<file path="config.mk">
export PLATFORM = sky130hd
export DESIGN_NAME = uart_rx
export DESIGN_NICKNAME = d
export VERILOG_FILES = /design/src/rtl/uart_rx.sv
export SDC_FILE = /design/constraint.sdc
export NUM_CORES = 1
export LEC_CHECK = 0
export ABC_AREA = 1
export BUFFER_PORTS_ARGS = -buffer_cell sky130_fd_sc_hd__buf_2
export CORE_MARGIN = 3
export CORE_UTILIZATION = 38
export CTS_CLUSTER_SIZE = 24
export DETAILED_ROUTE_END_ITERATION = 10
export GPL_TIMING_DRIVEN = 0
export PLACE_DENSITY = 0.59
export SETUP_SLACK_MARGIN = 0.4
export SLEW_MARGIN = 20
export SYNTH_ARGS = -nofsm -noshare
export SYNTH_HDL_FRONTEND = slang
export SYNTH_SLANG_ARGS = --single-unit
</file>
<file path="constraint.sdc">
create_clock -name i_Clock -period 1.8 [get_ports i_Clock]
set_input_delay 0.36 -clock i_Clock [delete_from_list [all_inputs] [get_ports i_Clock]]
set_output_delay 0.36 -clock i_Clock [all_outputs]
set_load 0.02 [all_outputs]
</file>
<file path="src/rtl/uart_rx.sv">
// uart_rx: 8-bit asynchronous serial receiver with mid-bit sampling.
//
// Frame: 1 start bit (0), 8 data bits LSB first, [even parity bit], 1 stop bit (1).
// Optional feature: define UART_RX_PARITY_EN to expect and check an even parity bit
// between the last data bit and the stop bit; without it o_RX_Err flags framing only.
//
// Ports:
//   i_Clock      sole clock, rising edge
//   i_Rst_L      synchronous active-low reset
//   i_RX_Serial  asynchronous serial line, idle high
//   o_RX_DV      one-cycle pulse, o_RX_Byte just updated with a good byte
//   o_RX_Byte    last correctly received byte, held until the next good byte
//   o_RX_Err     one-cycle pulse on a framing (or parity) error
module uart_rx #(
    parameter int unsigned CLKS_PER_BIT = 217
) (
    input  logic       i_Clock,
    input  logic       i_Rst_L,
    input  logic       i_RX_Serial,
    output logic       o_RX_DV,
    output logic [7:0] o_RX_Byte,
    output logic       o_RX_Err
);

    localparam int unsigned CNT_W = 16;
    localparam int unsigned IDX_W = 3;
    localparam logic [CNT_W-1:0] CNT_LAST = CNT_W'(CLKS_PER_BIT - 1);
    localparam logic [CNT_W-1:0] CNT_MID  = CNT_W'((CLKS_PER_BIT - 1) / 2);

    typedef enum logic [2:0] {
        S_IDLE,
        S_START,
        S_DATA,
        S_PARITY,
        S_STOP,
        S_CLEANUP
    } state_e;

    state_e             state_q, state_d;
    logic [CNT_W-1:0]   cnt_q, cnt_d;
    logic [IDX_W-1:0]   idx_q, idx_d;
    logic [7:0]         shift_q, shift_d;
    logic [7:0]         byte_q, byte_d;
    logic               par_err_q, par_err_d;
    logic               dv_q, dv_d;
    logic               err_q, err_d;
    logic               armed_q, armed_d;
    logic               sync1_q, sync2_q;
    logic [1:0]         fill_q;
    logic               rx_s;

    assign rx_s      = sync2_q;
    assign o_RX_DV   = dv_q;
    assign o_RX_Err  = err_q;
    assign o_RX_Byte = byte_q;

    // Two-flop synchronizer; fill_q marks when both flops hold real line samples
    // rather than their reset value.
    always_ff @(posedge i_Clock) begin
        if (!i_Rst_L) begin
            sync1_q <= 1'b1;
            sync2_q <= 1'b1;
            fill_q  <= 2'b00;
        end else begin
            sync1_q <= i_RX_Serial;
            sync2_q <= sync1_q;
            fill_q  <= {fill_q[0], 1'b1};
        end
    end

    // State and datapath registers.
    always_ff @(posedge i_Clock) begin
        if (!i_Rst_L) begin
            state_q   <= S_IDLE;
            cnt_q     <= '0;
            idx_q     <= '0;
            shift_q   <= 8'h00;
            byte_q    <= 8'h00;
            par_err_q <= 1'b0;
            dv_q      <= 1'b0;
            err_q     <= 1'b0;
            armed_q   <= 1'b0;
        end else begin
            state_q   <= state_d;
            cnt_q     <= cnt_d;
            idx_q     <= idx_d;
            shift_q   <= shift_d;
            byte_q    <= byte_d;
            par_err_q <= par_err_d;
            dv_q      <= dv_d;
            err_q     <= err_d;
            armed_q   <= armed_d;
        end
    end

    // Next-state and output logic.
    always_comb begin
        state_d   = state_q;
        cnt_d     = cnt_q;
        idx_d     = idx_q;
        shift_d   = shift_q;
        byte_d    = byte_q;
        par_err_d = par_err_q;
        dv_d      = 1'b0;
        err_d     = 1'b0;
        // A line held low through reset must go high once before a start edge counts.
        armed_d   = armed_q | (fill_q[1] & rx_s);

        case (state_q)
            S_IDLE: begin
                cnt_d     = '0;
                idx_d     = '0;
                par_err_d = 1'b0;
                if (armed_q && !rx_s) begin
                    state_d = S_START;
                end
            end

            // Re-check the line at mid start bit to reject glitches.
            S_START: begin
                if (cnt_q == CNT_MID) begin
                    cnt_d   = '0;
                    state_d = rx_s ? S_IDLE : S_DATA;
                end else begin
                    cnt_d = cnt_q + CNT_W'(1);
                end
            end

            // From mid start bit, a full bit period lands at mid data bit.
            S_DATA: begin
                if (cnt_q == CNT_LAST) begin
                    cnt_d          = '0;
                    shift_d[idx_q] = rx_s;
                    if (idx_q == IDX_W'(7)) begin
`ifdef UART_RX_PARITY_EN
                        state_d = S_PARITY;
`else
                        state_d = S_STOP;
`endif
                    end else begin
                        idx_d = idx_q + IDX_W'(1);
                    end
                end else begin
                    cnt_d = cnt_q + CNT_W'(1);
                end
            end

            S_PARITY: begin
`ifdef UART_RX_PARITY_EN
                if (cnt_q == CNT_LAST) begin
                    cnt_d     = '0;
                    par_err_d = (^shift_q) ^ rx_s;
                    state_d   = S_STOP;
                end else begin
                    cnt_d = cnt_q + CNT_W'(1);
                end
`else
                state_d = S_IDLE;
`endif
            end

            S_STOP: begin
                if (cnt_q == CNT_LAST) begin
                    cnt_d = '0;
                    if (rx_s && !par_err_q) begin
                        byte_d = shift_q;
                        dv_d   = 1'b1;
                    end else begin
                        err_d = 1'b1;
                    end
                    state_d = S_CLEANUP;
                end else begin
                    cnt_d = cnt_q + CNT_W'(1);
                end
            end

            S_CLEANUP: begin
                state_d = S_IDLE;
            end

            default: begin
                state_d = S_IDLE;
            end
        endcase
    end

endmodule

</file>
== After elaboration in Yosys (flattened, before gate mapping) ==
Cells that the tools add are included.

* Output and inout port bits: 10
* Register bits: 45

* Order comparisons: 2
* Add/subtract/negate cells: 2
* Reductions and logical operators: 12
* Equality and inequality tests: 12
* Bitwise operators: 2
* Mux-type cells: 19

{| class="wikitable"
|+ Operator list
! operator !! count
|-
| one-hot mux 16 bit (3 select lines) || 1
|-
| two-way mux 16 bit || 2
|-
| two-way mux 3 bit || 7
|-
| adder 16 x 1 -> 16 bit, second input constant || 1
|-
| == test 16 x 7 -> 1 bit, second input constant || 1
|-
| == test 16 x 8 -> 1 bit, second input constant || 1
|-
| inequality test 2 bit, second input constant || 6
|-
| one-hot mux 3 bit (4 select lines) || 1
|-
| AND reduction 3 bit || 3
|-
| bitwise mux 8 bit || 1
|-
| == test 3 bit, second input constant || 2
|-
| one-hot mux 3 bit (2 select lines) || 1
|-
| AND reduction 5 bit || 1
|-
| less-than comparator 3 x 4 -> 1 bit, second input constant || 1
|-
| two-way mux 1 bit || 4
|-
| adder 3 x 1 -> 3 bit, second input constant || 1
|-
| demux 1 bit (select 3 bit) || 1
|-
| == test 3 x 1 -> 1 bit, second input constant || 1
|-
| == test 3 x 2 -> 1 bit, second input constant || 1
|-
| greater-or-equal comparator 3 x 1 -> 1 bit, second input constant || 1
|-
| logical NOT 3 bit || 1
|-
| nonzero test 3 bit || 1
|-
| logical AND 1 bit || 2
|-
| two-way mux 2 bit || 1
|-
| other kinds (6) || 6
|}

== Depth between registers and ports, before layout ==
* Depth in word-level cells: 5
* Gate-level depth with buffers: 12

== Worst setup path before layout ==
OpenSTA, ideal clock, no wires.

* Path type: flip-flop to flip-flop
* From: reg cnt_q[0]
* To: reg cnt_q[14]
* Buffers on the path: 0
* Data required time: 1.678 ns
* Path slack: 0.404 ns
* Cell stages (with the launch flop): 9
* Arrival: 1.275 ns
* Cell sequence: dfxtp_1 ha_1 inv_1 nor2_1 nand2_1 nor2_1 nand2_1 o21ai_0 a21oi_1

* Longest elaborated chain between the ends: 3
* Elaborated cells on any way between the ends: 6
* Those cells by class: add/sub: 1; eq/ne: 2; mux: 3

{| class="wikitable"
|+ RTL lines
! item !! RTL line !! text
|-
| start: declaration || 40 || <nowiki>logic [CNT_W-1:0] cnt_q, cnt_d;</nowiki>
|-
| start signal: assignment || 85 || <nowiki>cnt_q <= cnt_d;</nowiki>
|-
| adder 16 x 1 -> 16 bit (tied with other cells) || 125, 144, 173 ||
|-
| two-way mux 16 bit, on equally long branches || 131, 163, 121 ||
|-
| one-hot mux 16 bit (3 select lines) (*) || 109 || <nowiki>case (state_q)</nowiki>
|}

Mark *: on every way between the ends. The rest lies on a longest branch, timed or not.
A chain may end at the register's enable or synchronous reset.

== Final worst setup path ==
* From: reg cnt_q[0]
* To: reg dv_q, in the netlist o_RX_DV

* Longest elaborated chain between the ends: 2

{| class="wikitable"
|+ RTL lines
! item !! RTL line !! text
|-
| == test 16 x 8 -> 1 bit || 163 || <nowiki>if (cnt_q == CNT_LAST) begin</nowiki>
|-
| AND reduction 3 bit (no source line) || -- ||
|-
| end signal: assignment || 90 || <nowiki>dv_q <= dv_d;</nowiki>
|-
| end: declaration || 45 || <nowiki>logic dv_q, dv_d;</nowiki>
|}

Every way passes these cells.

==> flow_summary.ini <==
[synthesis]
yosysTopAreaCell = dfxtp_1
synth-seq-cells = 45
synth.top_cell.area_share_pct = 39.2
netlist_area_mm2 = 0.00230
synthesis.nets = 342
synth.avg_cell_area_um2 = 6.86
ys.flop_type = dfxtp_1
synthCells = 335
ys_warn_count = 0
synth_edf_count = 0
netlist_top_cells_area = dfxtp_1 39%, nand2_1 15%, nor2_1 6.2%
ys_async_sr_fraction_pct = 0
yosys.cell_types.count = 33
synth_seq_area_share_pct = 39.2

[place]
dpl.hpwl_um = 3700
portBuffers = 12
gp_congestion = 0.826
dpl.cell_count = 419
placed_cell_area_mm2 = 0.00245

[clock_network]
cts_hold_buf = 0
h-tree-depth = 2
clockBufferDepth = 2
cts_root_buf = clkbuf_8
tritoncts = yes
cts.sinks = 45
clkLatencyLatePin_ps = 310
cts_buffers = 5
cts.clk_slew.worst_paths_ps = 100

[floorplanning]
num_rows = 27
die_w_um = 83.8
core_area_mm2 = 0.00568
die-area_mm2 = 0.00702
die_h_um = 83.8
pin_count = 13
initial_core_util_pct = 40.5

[power]
p_leak_nw = 1.31
ir_drop_mv = 0.502
power.density_mw_per_mm2 = 824

[setup_path]
cpMostUsedCell = buf_6
crit_path_start_kind = flop
end_kind = flop
crit_fanout = 6
cpPeakStageDelay_ps = 350
critPathLaunch = cnt_q[0]$_SDFFE_PN0P_
cp_cell_sequence = inv_2 > ha_4 > nand3b_1 > nor2_1 > nand2_1 > buf_6 > buf_4 > buf_6 > nor4_1
critical_path_class = flop to flop
rr_worst_depth = 9
r2r_start = cnt_q[0]$_SDFFE_PN0P_
worstPathArrival_ps = 1840
critPathSlowestCell = dfxtp_2
required_ps = 2030

[timing]
finalCritPeriodShare_pct = 89.5
tightest_slew_ps = 631
min_period_ps = 1610
relSlewSlack_pct = 57.9
fmax_mhz = 621
finalHoldViolCount = 0
finClkSkew_ps = 11.6
rsz0062_at_grt = true
setup_violations = 0
slew_viol_final = 0

[global_route]
grt_pass1_vias = 1891
use_met1_pct = 22.6
met2_usage_pct = 23.4
met3_usage_pct = 2.96
busiest_layer = met2
grt_max_degree = 17
antenna_found_initial = 0
grt_remaining_overflow = 0
grt.total_usage_pct = 15.6
grt_pass1_wl_um = 9090

[detailed_routing]
vias = 2299
wl_per_cell_um = 13.1
drcViolationCount = 0
firstDrtPassIters = 5
drtIter0Drc = 114
wirelength_um = 5940
postRouteAntennaNets = 0
vias_per_cell = 5.06

[status]
outcome = finished clean

[final_layout]
nFillCells = 519
final_nets = 388
final_cell_area_mm2 = 0.00310
fin_cells = 454
diodes = 0
area_delta_synth_final_pct = 35.1
drive_gt1_share_pct = 33.2

[min_path]
hold_start = i_Rst_L
hold_path_class = input pin to flop
min_delay_path_depth = 1

[run]
maxCapViolations = 0
[placed cells by master, fill, tap and decap left out, types with 3 or more instances in the layout]
cell       n
a21oi_1   24
a21oi_2    4
buf_2     12
buf_4     20
buf_6      6
clkbuf_1   4
clkbuf_8   5
dfxtp_1   33
dfxtp_2   10
inv_1     28
inv_2      8
nand2_1   79
nand2_2    8
nand2_4    6
nand3_1   14
nand3_2    4
nand3_4    3
nand4_1   15
nor2_1    29
nor2_2     4
nor2_4     9
nor3_4     3
o211ai_1   3
o21ai_0    3
o21ai_1    5
or2_2      3
xor2_1     6
[critical path: cells and delay by family, from the launching register on]
family | cells | cell delay (ps)
buffers and inverters | 4 | 480
adder cells (fa/ha/maj) | 1 | 130
flip-flops | 1 | 350
AND/OR/NAND/NOR | 4 | 560
[what timing repair did]
item,CTS,global route
pin swaps,11,21
cloned,1,2
resized for setup,35,68
buffers inserted,9,15
setup endpoints to repair,39,40
[cells in the mapped netlist (4+ instances only)]
master,number
o21ai_0,8
nand4_1,15
nand2_1,89
a21oi_1,28
dfxtp_1,45
ha_1,4
inv_1,37
xor2_1,6
or2_2,4
nand3_1,19
nor2_1,38
clkbuf_1,6
nor3_1,5
[layer usage]
layer | routed length [µm] | up-vias
li1 | - | 1185
met5 | 0 | -
met3 | 218 | 8
met4 | 85 | 0
met2 | 2670 | 41
met1 | 2970 | 1065
[per-stage QoR]
| step | total power [mW] | worst slack, ps | util (%) | setup TNS, ps | hold WS, ps |
|---|---|---|---|---|---|
| 2_1_floorplan | 1.47 | 404 | - | 0 | 388 |
| 3_3_place_gp | 1.59 | -37.3 | 43.1 | -289 | 397 |
| 3_5_place_dp | 1.60 | -41.4 | 43.1 | -305 | 401 |
| 4_1_cts | 2.33 | 264 | 48.4 | 0 | 159 |
| 5_1_grt | 2.69 | 99.5 | 54.7 | 0 | 161 |
| 6_report | 2.56 | 189 | 54.7 | 0 | 167 |
[kinds of logic after synthesis]
kind of cell | after synthesis | synth area share [%]
compound gates | 44 | 10.2
flops | 45 | 39.2
buf+inv | 52 | 9.74
simple gates | 183 | 36.0
xor+xnor | 7 | 2.67
fa+ha+maj | 4 | 2.18
[registers in the layout (all words and copies together), names as in the netlist, 2 cells and up]
signal / flops
shift_q: 8
fill_q: 2
idx_q: 3
state_q: 3
cnt_q: 16
o_RX_Byte: 8
[final timing paths]
| kind | end | slack (ps) |
|---|---|---|
| worst min-delay path | fill_q[0]$_DFF_P_ | 170 |
| worst max register to register | o_RX_DV$_SDFF_PN0_ | 190 |
| worst min register to register | fill_q[1]$_SDFF_PN0_ | 420 |
| worst max-delay path | o_RX_DV$_SDFF_PN0_ | 190 |
[where the power goes]
part	switching, mW	internal, mW	leakage (nW)
clock	0.382	0.281	0.0447
sequential	0.0391	1.03	0.371
combinational	0.496	0.330	0.893
[layout make-up]
type / instances / area (µm²) / area share (%)
Clock inverter: 3 / 25.0 / 0.806
Multi-Input combinational cell: 239 / 1420 / 45.8
Buffer: 10 / 83.8 / 2.70
Timing Repair Buffer: 38 / 317 / 10.2
Sequential cell: 45 / 921 / 29.7
Inverter: 42 / 176 / 5.68
Clock buffer: 5 / 68.8 / 2.22
Tap cell: 72 / 90.1 / 2.90
Power figures use the tool's default switching activity.
